`src/rtl/uart_pkg.sv`:
```
// Shared definitions for the UART receive path: frame bit positions,
// deframer FSM states and the layout of one buffered receive entry.
package uart_pkg;

  localparam int FRM_START    = 0;
  localparam int FRM_DATA_LSB = 1;
  localparam int FRM_PAR      = 9;
  localparam int FRM_STOP     = 10;
  localparam int FRM_WIDTH    = 11;
  localparam int ENTRY_WIDTH  = 10;

  typedef enum logic [1:0] {
    IDLE  = 2'd0,
    CHECK = 2'd1,
    STORE = 2'd2
  } rx_state_e;

  // One FIFO entry: frame error, parity error, then the data byte.
  typedef struct packed {
    logic       fe;
    logic       pe;
    logic [7:0] data;
  } rx_entry_t;

  // True when the data+parity bits do not match the selected parity sense.
  function automatic logic parity_mismatch(input logic [FRM_WIDTH-1:0] frame,
                                           input logic                 odd);
    return (^frame[FRM_PAR:FRM_DATA_LSB]) != odd;
  endfunction

endpackage

```
`src/rtl/uart_rx_fifo.sv`:
```
// Generic synchronous first-word-fall-through FIFO. The head entry is shown
// combinationally from storage; pointers carry one extra MSB so full and
// empty can be told apart when the low bits match.
module uart_rx_fifo #(
  parameter int DEPTH = 4,
  parameter int WIDTH = 10
) (
  input  logic                     baud_clk,
  input  logic                     reset_n,
  input  logic                     push,
  input  logic [WIDTH-1:0]         wdata,
  input  logic                     pop,
  output logic [WIDTH-1:0]         rdata,
  output logic                     empty,
  output logic                     full,
  output logic [$clog2(DEPTH):0]   level
);

  localparam int AW = $clog2(DEPTH);
  localparam logic [AW:0] PTR_ONE = {{AW{1'b0}}, 1'b1};

  logic [AW:0]      wr_ptr_q, wr_ptr_d;
  logic [AW:0]      rd_ptr_q, rd_ptr_d;
  logic [WIDTH-1:0] mem_q [DEPTH];
  logic [WIDTH-1:0] mem_d [DEPTH];
  logic             do_push;
  logic             do_pop;

  // Pop only when something is stored; push when there is room or a slot is
  // being freed by a pop in the same cycle.
  always_comb begin
    empty    = (wr_ptr_q == rd_ptr_q);
    full     = (wr_ptr_q[AW] != rd_ptr_q[AW]) &&
               (wr_ptr_q[AW-1:0] == rd_ptr_q[AW-1:0]);
    do_pop   = pop & ~empty;
    do_push  = push & (~full | do_pop);
    mem_d    = mem_q;
    wr_ptr_d = wr_ptr_q;
    rd_ptr_d = rd_ptr_q;
    if (do_push) begin
      mem_d[wr_ptr_q[AW-1:0]] = wdata;
      wr_ptr_d                = wr_ptr_q + PTR_ONE;
    end
    if (do_pop) begin
      rd_ptr_d = rd_ptr_q + PTR_ONE;
    end
  end

  // Storage and pointer registers; reset empties the FIFO immediately.
  always_ff @(posedge baud_clk or negedge reset_n) begin
    if (!reset_n) begin
      wr_ptr_q <= '0;
      rd_ptr_q <= '0;
      for (int i = 0; i < DEPTH; i++) begin
        mem_q[i] <= '0;
      end
    end else begin
      wr_ptr_q <= wr_ptr_d;
      rd_ptr_q <= rd_ptr_d;
      mem_q    <= mem_d;
    end
  end

  assign rdata = mem_q[rd_ptr_q[AW-1:0]];
  assign level = wr_ptr_q - rd_ptr_q;

endmodule

```
`src/rtl/uart_rx_deframe.sv`:
```
// Receive deframer: catches the receiver's frame-complete pulse, checks
// start/stop/parity, and queues the data byte with its error flags in a
// small FWFT FIFO drained by the register block. Lost frames set a sticky
// overrun flag.
module uart_rx_deframe
  import uart_pkg::*;
#(
  parameter bit PARITY_EN  = 1'b1,
  parameter bit PARITY_ODD = 1'b0,
  parameter int FIFO_DEPTH = 4
) (
  input  logic                          baud_clk,
  input  logic                          reset_n,
  input  logic [FRM_WIDTH-1:0]          frame_in,
  input  logic                          frame_done,
  input  logic                          rx_read,
  input  logic                          err_clr,
  output logic [7:0]                    rx_data,
  output logic                          rx_valid,
  output logic                          rx_parity_err,
  output logic                          rx_frame_err,
  output logic                          rx_overrun,
  output logic [$clog2(FIFO_DEPTH):0]   rx_level,
  output logic                          busy
);

  rx_state_e            state_q, state_d;
  logic [FRM_WIDTH-1:0] frame_q, frame_d;
  logic                 pe_q, pe_d;
  logic                 fe_q, fe_d;
  logic                 overrun_q, overrun_d;
  logic                 frame_done_prev_q;
  logic                 done_edge;
  logic                 overrun_set;
  logic                 fifo_push;
  logic                 fifo_pop;
  logic                 fifo_empty;
  logic                 fifo_full;
  rx_entry_t            push_entry;
  rx_entry_t            head_entry;

  // Sequence each captured frame through check and store, flag frames lost
  // to a busy pipeline or a full FIFO.
  always_comb begin
    state_d     = state_q;
    frame_d     = frame_q;
    pe_d        = pe_q;
    fe_d        = fe_q;
    fifo_push   = 1'b0;
    overrun_set = 1'b0;
    done_edge   = frame_done & ~frame_done_prev_q;
    fifo_pop    = rx_read & ~fifo_empty;
    push_entry  = '{fe: fe_q, pe: pe_q, data: frame_q[FRM_DATA_LSB +: 8]};
    case (state_q)
      IDLE: begin
        if (done_edge) begin
          frame_d = frame_in;
          state_d = CHECK;
        end
      end
      CHECK: begin
        pe_d    = PARITY_EN & parity_mismatch(frame_q, PARITY_ODD);
        fe_d    = frame_q[FRM_START] | ~frame_q[FRM_STOP];
        state_d = STORE;
      end
      STORE: begin
        if (~fifo_full | fifo_pop) begin
          fifo_push = 1'b1;
        end else begin
          overrun_set = 1'b1;
        end
        state_d = IDLE;
      end
      default: state_d = IDLE;
    endcase
    if (done_edge && (state_q != IDLE)) begin
      overrun_set = 1'b1;
    end
    overrun_d = overrun_set | (overrun_q & ~err_clr);
  end

  // State, captured frame, error flags and edge-detect registers.
  always_ff @(posedge baud_clk or negedge reset_n) begin
    if (!reset_n) begin
      state_q           <= IDLE;
      frame_q           <= 11'h7FF;
      pe_q              <= 1'b0;
      fe_q              <= 1'b0;
      overrun_q         <= 1'b0;
      frame_done_prev_q <= 1'b0;
    end else begin
      state_q           <= state_d;
      frame_q           <= frame_d;
      pe_q              <= pe_d;
      fe_q              <= fe_d;
      overrun_q         <= overrun_d;
      frame_done_prev_q <= frame_done;
    end
  end

  uart_rx_fifo #(
    .DEPTH (FIFO_DEPTH),
    .WIDTH (ENTRY_WIDTH)
  ) u_fifo (
    .baud_clk (baud_clk),
    .reset_n  (reset_n),
    .push     (fifo_push),
    .wdata    (push_entry),
    .pop      (rx_read),
    .rdata    (head_entry),
    .empty    (fifo_empty),
    .full     (fifo_full),
    .level    (rx_level)
  );

  assign rx_valid      = ~fifo_empty;
  assign rx_data       = fifo_empty ? 8'h00 : head_entry.data;
  assign rx_parity_err = ~fifo_empty & head_entry.pe;
  assign rx_frame_err  = ~fifo_empty & head_entry.fe;
  assign rx_overrun    = overrun_q;
  assign busy          = (state_q != IDLE);

endmodule
```
`config.mk`:
```
export PLATFORM = sky130hd
export DESIGN_NAME = uart_rx_deframe
export DESIGN_NICKNAME = d
export VERILOG_FILES = /design/src/rtl/uart_pkg.sv /design/src/rtl/uart_rx_fifo.sv /design/src/rtl/uart_rx_deframe.sv
export SDC_FILE = /design/constraint.sdc
export NUM_CORES = 1
export LEC_CHECK = 0
export CELL_PAD_IN_SITES_DETAIL_PLACEMENT = 0
export CELL_PAD_IN_SITES_GLOBAL_PLACEMENT = 1
export CORE_MARGIN = 4
export CORE_UTILIZATION = 51
export DETAILED_ROUTE_END_ITERATION = 6
export GPL_TIMING_DRIVEN = 0
export MAX_ROUTING_LAYER = met4
export PLACE_DENSITY_LB_ADDON = 0.1
export SLEW_MARGIN = 40
export SYNTH_ARGS = -nofsm -noshare
export SYNTH_HDL_FRONTEND = slang
export SYNTH_HIERARCHICAL = 1
export SYNTH_SLANG_ARGS = --single-unit
```
`constraint.sdc`:
```
create_clock -name baud_clk -period 8.2 [get_ports baud_clk]
set_clock_uncertainty 0.2 [all_clocks]
set_input_delay 2.46 -clock baud_clk [delete_from_list [all_inputs] [get_ports baud_clk]]
set_output_delay 2.46 -clock baud_clk [all_outputs]
set_load 0.01 [all_outputs]
```
==> impl_metrics.py, run 1 <==
metrics = {
    "setup_path": {
        "r2r_setup_slack_ps": 4610,
        "cp_num_buf_inv": 4,
        "cp.depth": 7,
        "startpoint_type": "flop",
        "cp_slowest_stage_delay_ps": 550,
        "required_ps": 5540,
        "timing.rr.start": "u_fifo/rd_ptr_q[1]",
        "critPathCaptureType": "output port",
        "worstRegToRegCells": 10,
        "path_class": "reg2out",
        "critPathLaunch": "u_fifo/rd_ptr_q[1]",
        "cp_cell_sequence": "buf_1 -> inv_1 -> ha_1 -> and3_2 -> clkbuf_1 -> nor2b_1 -> clkdlybuf4s50_1",
        "cp.arrival_ps": 3190,
        "crit_path_top_delay_cell": "buf_1",
        "path_max_fanout": 10,
        "crit_family": "buffers and inverters",
    },
    "power": {
        "p_comb_share_pct": 46.7,
        "p_sw_uw": 496,
        "switching_share_pct": 32.9,
        "internal-power_mw": 1.01,
        "power_density_nw_per_um2": 413,
        "total_power_mw": 1.51,
        "ir_drop_mv": 0.255,
        "power.share.clock_pct": 17.6,
        "seq_power_share_pct": 35.7,
        "leakage_nw": 1.61,
    },
    "routing": {
        "drt_iter0_drc": 100,
        "wl_mm": 5.92,
        "ant_nets": 0,
        "first_pass_iters": 4,
        "routed-via-count": 1738,
        "viasPerCell": 5.41,
        "drc": 0,
        "wl_per_cell_um": 18.5,
    },
    "placement": {
        "place_ws_ps": 2670,
        "dpl.cell_count": 306,
        "dp_hpwl_mm": 4.01,
        "gp_congestion": 0.762,
        "portBuffers": 31,
    },
    "timing": {
        "max_slew_margin_pct": 55.9,
        "tightest_slew_ps": 662,
        "rsz0062_at_grt": "false",
        "setup_slack_ps": 2350,
        "setup-tns-final_ps": 0,
        "finalHoldViolCount": 0,
        "max_freq_mhz": 171,
        "finalSetupViolations": 0,
        "fin_crit_ps": 5850,
        "slew_viol_final": 0,
        "fin_crit_sh_pct": 71.3,
        "whs_ps": 304,
    },
    "yosys": {
        "synth.distinct_cells": 36,
        "netlist_area_um2": 3030,
        "synth-simple-area-share_pct": 5.75,
        "yosysWarnings": 6,
        "ys_async_sr_fraction_pct": 100,
        "syn_nets": 226,
        "syn_area_per_cell_um2": 15.0,
        "synth_compound_area_share_pct": 4.46,
        "syn_inst": 202,
        "synth_seq_area_share_pct": 52.5,
        "ys.flop_type": "dfrtp_1",
        "synth_mux_area_share_pct": 27.2,
        "synth-xor-area-share_pct": 4.26,
        "synthAdderAreaFrac_pct": 3.56,
        "synth_top_family_by_area": "multiplexers",
        "ys_ff_latch": 63,
        "synth_edf_count": 0,
    },
    "cts": {
        "cts_buffer_depth": 2,
        "cts.sinks": 63,
        "clk_latency_ps": 330,
        "cts_resized": 0,
        "numCtsBuffers": 9,
        "path_clk_slew_ps": 60,
        "postCtsSetupRepairBufs": 0,
        "root_buffer": "clkbuf_8",
        "postCtsHoldBufs": 0,
        "cts_max_level": 3,
        "tritoncts": "yes",
    },
    "die": {
        "core_um2": 5640,
        "die_x_um": 85.0,
        "io_pins": 32,
        "rows": 27,
        "die_h_um": 85.0,
        "die_area_um2": 7230,
        "start_util_pct": 53.6,
    },
    "outcome": {
        "run_status": "finished, final reports clean",
    },
    "global_routing": {
        "track_usage_pct": 19.0,
        "grt_overflow": 0,
        "grt_pass1_wl_mm": 10.1,
        "grt_pass1_vias": 1994,
        "antenna_found_initial": 0,
        "grt_start_max_net_pins": 49,
    },
    "min_path": {
        "hp-start": "u_fifo/mem_q[16]",
        "hold_path_depth": 1,
        "hold_path_class": "reg2reg",
    },
    "finish": {
        "finalNonFillerCells": 321,
        "drive_gt1_share_pct": 41.4,
        "syn_to_final_growth_pct": 20.5,
        "final_nets": 269,
        "layout_common_cells": "mux2_2 (53), dfrtp_1 (52), clkdlybuf4s50_1 (30)",
        "layout_commonest_cell": "mux2_2",
        "num_antenna_cells": 0,
    },
    "run": {
        "maxCapViolations": 0,
    },
}
==> state kept, by name, indices dropped and copies added, names as in the netlist <==
name               cells
fe_q                   1
frame_done_prev_q      1
frame_q               11
pe_q                   1
rx_overrun             1
state_q                2
u_fifo/mem_q          40
u_fifo/rd_ptr_q        3
u_fifo/wr_ptr_q        3
==> synthesized netlist by cell type (all sizes together), types with 2 or more instances <==
| library cell | n | area, um2 |
|---|---|---|
| and3 | 2 | 13.8 |
| buf | 4 | 27.5 |
| dfrtp | 52 | 1300 |
| dfstp | 11 | 289 |
| ha | 7 | 87.6 |
| inv | 10 | 37.5 |
| mux2 | 53 | 597 |
| mux4 | 10 | 225 |
| nand2 | 5 | 18.8 |
| nand2b | 2 | 12.5 |
| nor2 | 3 | 18.8 |
| nor2b | 11 | 68.8 |
| o211ai | 3 | 63.8 |
| o21ai | 6 | 30.0 |
| xnor2 | 8 | 88.8 |
| xor2 | 2 | 17.5 |
==> cells by family (layout without fill, tap and decap cells) <==
family,Yosys count,count (layout)
XOR/XNOR,11,11
AO/OA/AOI/OAI,14,14
multiplexers,63,63
adder cells (fa/ha/maj),8,8
flip-flops,63,63
AND/OR/NAND/NOR,28,28
buffers and inverters,15,62
==> routing by layer <==
metal	up-vias	GRT usage, %	part of all wire [%]	routed length, um
li1	804	-	-	-
met1	897	23.3	44	2610
met2	27	29.9	51	3020
met3	10	6.02	3.5	206
met4	0	6.19	1.4	83
met5	-	-	0	0
==> path summary, 6_finish.rpt <==
check / endpoint
max in group asynchronous: frame_q[6]
max: rx_data[4]
max reg2reg: u_fifo/mem_q[7]
min in group asynchronous: u_fifo/rd_ptr_q[2]
min reg2reg: u_fifo/mem_q[16]
min: u_fifo/mem_q[16]
==> final cells by class <==
cell class                      instances  area, um2
Multi-Input combinational cell        124       1370
Tap cell                               72       90.1
Fill cell                             417       1990
Clock buffer                           11        151
Inverter                               10       37.5
Buffer                                  5       31.3
Clock inverter                          4       45.0
Sequential cell                        63       1590
Timing Repair Buffer                   32        335
==> power groups by stage <==
| stage | combinational (mW) | clock [mW] | sequential [mW] |
|---|---|---|---|
| 2_1_floorplan | 0.461 | 0 | 0.512 |
| 3_3_place_gp | 0.685 | 0 | 0.528 |
| 3_5_place_dp | 0.709 | 0 | 0.542 |
| 4_1_cts | 0.714 | 0.274 | 0.536 |
| 5_1_grt | 0.762 | 0.291 | 0.555 |
| 6_report | 0.704 | 0.265 | 0.538 |
==> through the flow <==
step	instance area (um2)	util, %
2_1_floorplan	3030	-
3_3_place_gp	3430	60.7
3_5_place_dp	3450	61.2
4_1_cts	3650	64.7
5_1_grt	3650	64.7
6_report	3650	64.7
(Power assumes the default switching activity.)
==> inputs of run 2 (changes only) <==
- CORE_UTILIZATION: 51 -> 47
- clock period: 8.2 -> 5.7 ns (I/O delays scaled with it)
==> run 2 against run 1 <==
Effect of this change:
- wire length about the same
- final area increased by 1.4%
- first-iteration DRC count decreased by 46%
- non-clock buffer count unchanged
- die area increased by 7.7%
- combinational power increased by 43%
- critical endpoint is now rx_data[6]
- clock power increased by 77%
- critical path depth unchanged
- core utilization decreased by 4.0 points
- clock-buffer cell count decreased by 2
- flip-flop and latch count unchanged
- largest power group unchanged
==> impl_metrics.py, run 2 (same netlist as run 1, synthesis figures left out) <==
metrics = {
    "outcome": {
        "run_status": "finished, final reports clean",
    },
    "setup_path": {
        "required_ps": 3790,
        "startpoint_type": "flop",
        "cp.arrival_ps": 3210,
        "cp_cell_sequence": "buf_1 -> inv_1 -> ha_1 -> and3_2 -> clkbuf_1 -> nor2b_1 -> clkdlybuf4s50_1",
        "critPathCaptureType": "output port",
        "crit_path_top_delay_cell": "buf_1",
        "crit_family": "buffers and inverters",
        "cp_slowest_stage_delay_ps": 580,
        "cp_num_buf_inv": 4,
        "path_class": "reg2out",
        "path_max_fanout": 10,
    },
    "finish": {
        "final_nets": 269,
        "final_area_um2": 3700,
        "largest_reg_flops": 40,
        "max_flop_register": "u_fifo/mem_q",
        "drive_gt1_share_pct": 41.6,
        "reg.largest.list": "u_fifo/mem_q (40), frame_q (11)",
        "syn_to_final_growth_pct": 22.2,
        "num_antenna_cells": 0,
        "layout_commonest_cell": "mux2_2",
        "layout_common_cells": "mux2_2 (53), dfrtp_1 (52), clkdlybuf4s50_1 (30)",
    },
    "global_routing": {
        "grt_start_max_net_pins": 49,
        "grt_overflow": 0,
        "grt_pass1_vias": 1968,
        "track_usage_pct": 17.7,
        "grt_pass1_wl_mm": 9.85,
        "antenna_found_initial": 0,
    },
    "timing": {
        "slew_viol_final": 0,
        "rsz0062_at_grt": "false",
        "fin_crit_sh_pct": 89.8,
        "max_freq_mhz": 195,
        "fin_crit_ps": 5120,
        "max_slew_margin_pct": 52.5,
        "tightest_slew_ps": 713,
        "setup-tns-final_ps": 0,
        "finalSetupViolations": 0,
        "setup_slack_ps": 582,
        "finalHoldViolCount": 0,
    },
    "power": {
        "p_comb_share_pct": 44.8,
        "power_density_nw_per_um2": 608,
        "leakage_nw": 1.63,
        "switching_share_pct": 32.2,
        "power.share.clock_pct": 20.9,
        "internal-power_mw": 1.52,
        "seq_power_share_pct": 34.3,
        "p_sw_uw": 724,
        "ir_drop_mv": 0.383,
    },
    "routing": {
        "viasPerCell": 5.39,
        "drc": 0,
        "wl_met1_mm": 2.64,
        "drt_iter0_drc": 54,
        "wl_mm": 5.92,
        "first_pass_iters": 4,
        "wl_met2_mm": 2.99,
        "route.met3.wl_um": 208,
        "ant_nets": 0,
        "routed-via-count": 1751,
        "wl_per_cell_um": 18.2,
        "dr.max_layer_used": "met4",
    },
    "cts": {
        "postCtsSetupRepairBufs": 0,
        "postCtsHoldBufs": 0,
        "path_clk_slew_ps": 70,
        "numCtsBuffers": 9,
        "root_buffer": "clkbuf_8",
        "cts_max_level": 3,
        "clk_latency_ps": 340,
        "cts_resized": 0,
        "tritoncts": "yes",
        "cts.sinks": 63,
        "cts_buffer_depth": 2,
    },
    "run": {
        "maxCapViolations": 0,
    },
    "placement": {
        "portBuffers": 31,
        "placed_area_um2": 3460,
        "dp_hpwl_mm": 4.09,
        "place_ws_ps": 908,
        "gp_congestion": 0.765,
    },
    "die": {
        "rows": 28,
        "core_um2": 6100,
        "die_h_um": 88.2,
        "die_x_um": 88.2,
        "start_util_pct": 49.7,
        "die_area_um2": 7790,
        "io_pins": 32,
    },
    "min_path": {
        "hold_path_class": "reg2reg",
    },
}
[run 2: cell types whose count changed in the layout (fill, tap and decap cells not counted), sizes merged]
cell,previous run,this run
bufinv,1,3
clkbuf,12,10
clkinv,3,2
clkinvlp,0,1
inv,10,11
[run 2: per-layer routing]
layer  track usage (%)  vias up
met5                 -        -
met4              5.08        0
met3              5.31       10
met2              27.9       31
met1              22.3      905
li1                  -      805
[run 2: final timing paths]
kind	startpoint	endpoint	slack, ps	cells after the start
min	u_fifo/mem_q[10]	u_fifo/mem_q[10]	300	1
min reg2reg	u_fifo/mem_q[10]	u_fifo/mem_q[10]	300	1
max reg2reg	u_fifo/rd_ptr_q[1]	u_fifo/mem_q[9]	2050	10
max in group asynchronous	reset_n	frame_q[4]	3720	2
max	u_fifo/rd_ptr_q[1]	rx_data[6]	580	7
min in group asynchronous	reset_n	u_fifo/mem_q[17]	1020	1
[run 2: power groups by stage]
stage	registers (mW)	logic, mW	clock network (mW)
5_1_grt	0.796	1.10	0.498
2_1_floorplan	0.736	0.664	0
4_1_cts	0.773	1.03	0.477
3_5_place_dp	0.780	1.02	0
3_3_place_gp	0.759	0.986	0
6_report	0.772	1.01	0.470
[run 2: through the flow]
step,std cells,util (%),hold slack (ps),total power [mW]
2_1_floorplan,202,-,274,1.40
3_3_place_gp,308,56.3,281,1.75
3_5_place_dp,309,56.7,288,1.80
4_1_cts,325,60.7,305,2.28
5_1_grt,325,60.7,313,2.40
6_report,325,60.7,305,2.25
[run 2: cell type report]
type                            instances  area (um2)
Sequential cell                        63        1590
Buffer                                  5        31.3
Multi-Input combinational cell        124        1370
Inverter                               10        37.5
Timing Repair Buffer                   32         335
Fill cell                             492        2400
Tap cell                               75        93.8
Clock inverter                          7         120
Clock buffer                            9         124
[run 2: worst reg2reg max path, stage by stage, from the launching register on]
cell and delay (ps):
dfrtp_1 460, buf_1 580, inv_1 100, ha_1 370
and3_2 240, o21ai_0 250, and3b_1 450, nand2_1 190
o21bai_1 190, buf_4 210, mux2_2 300
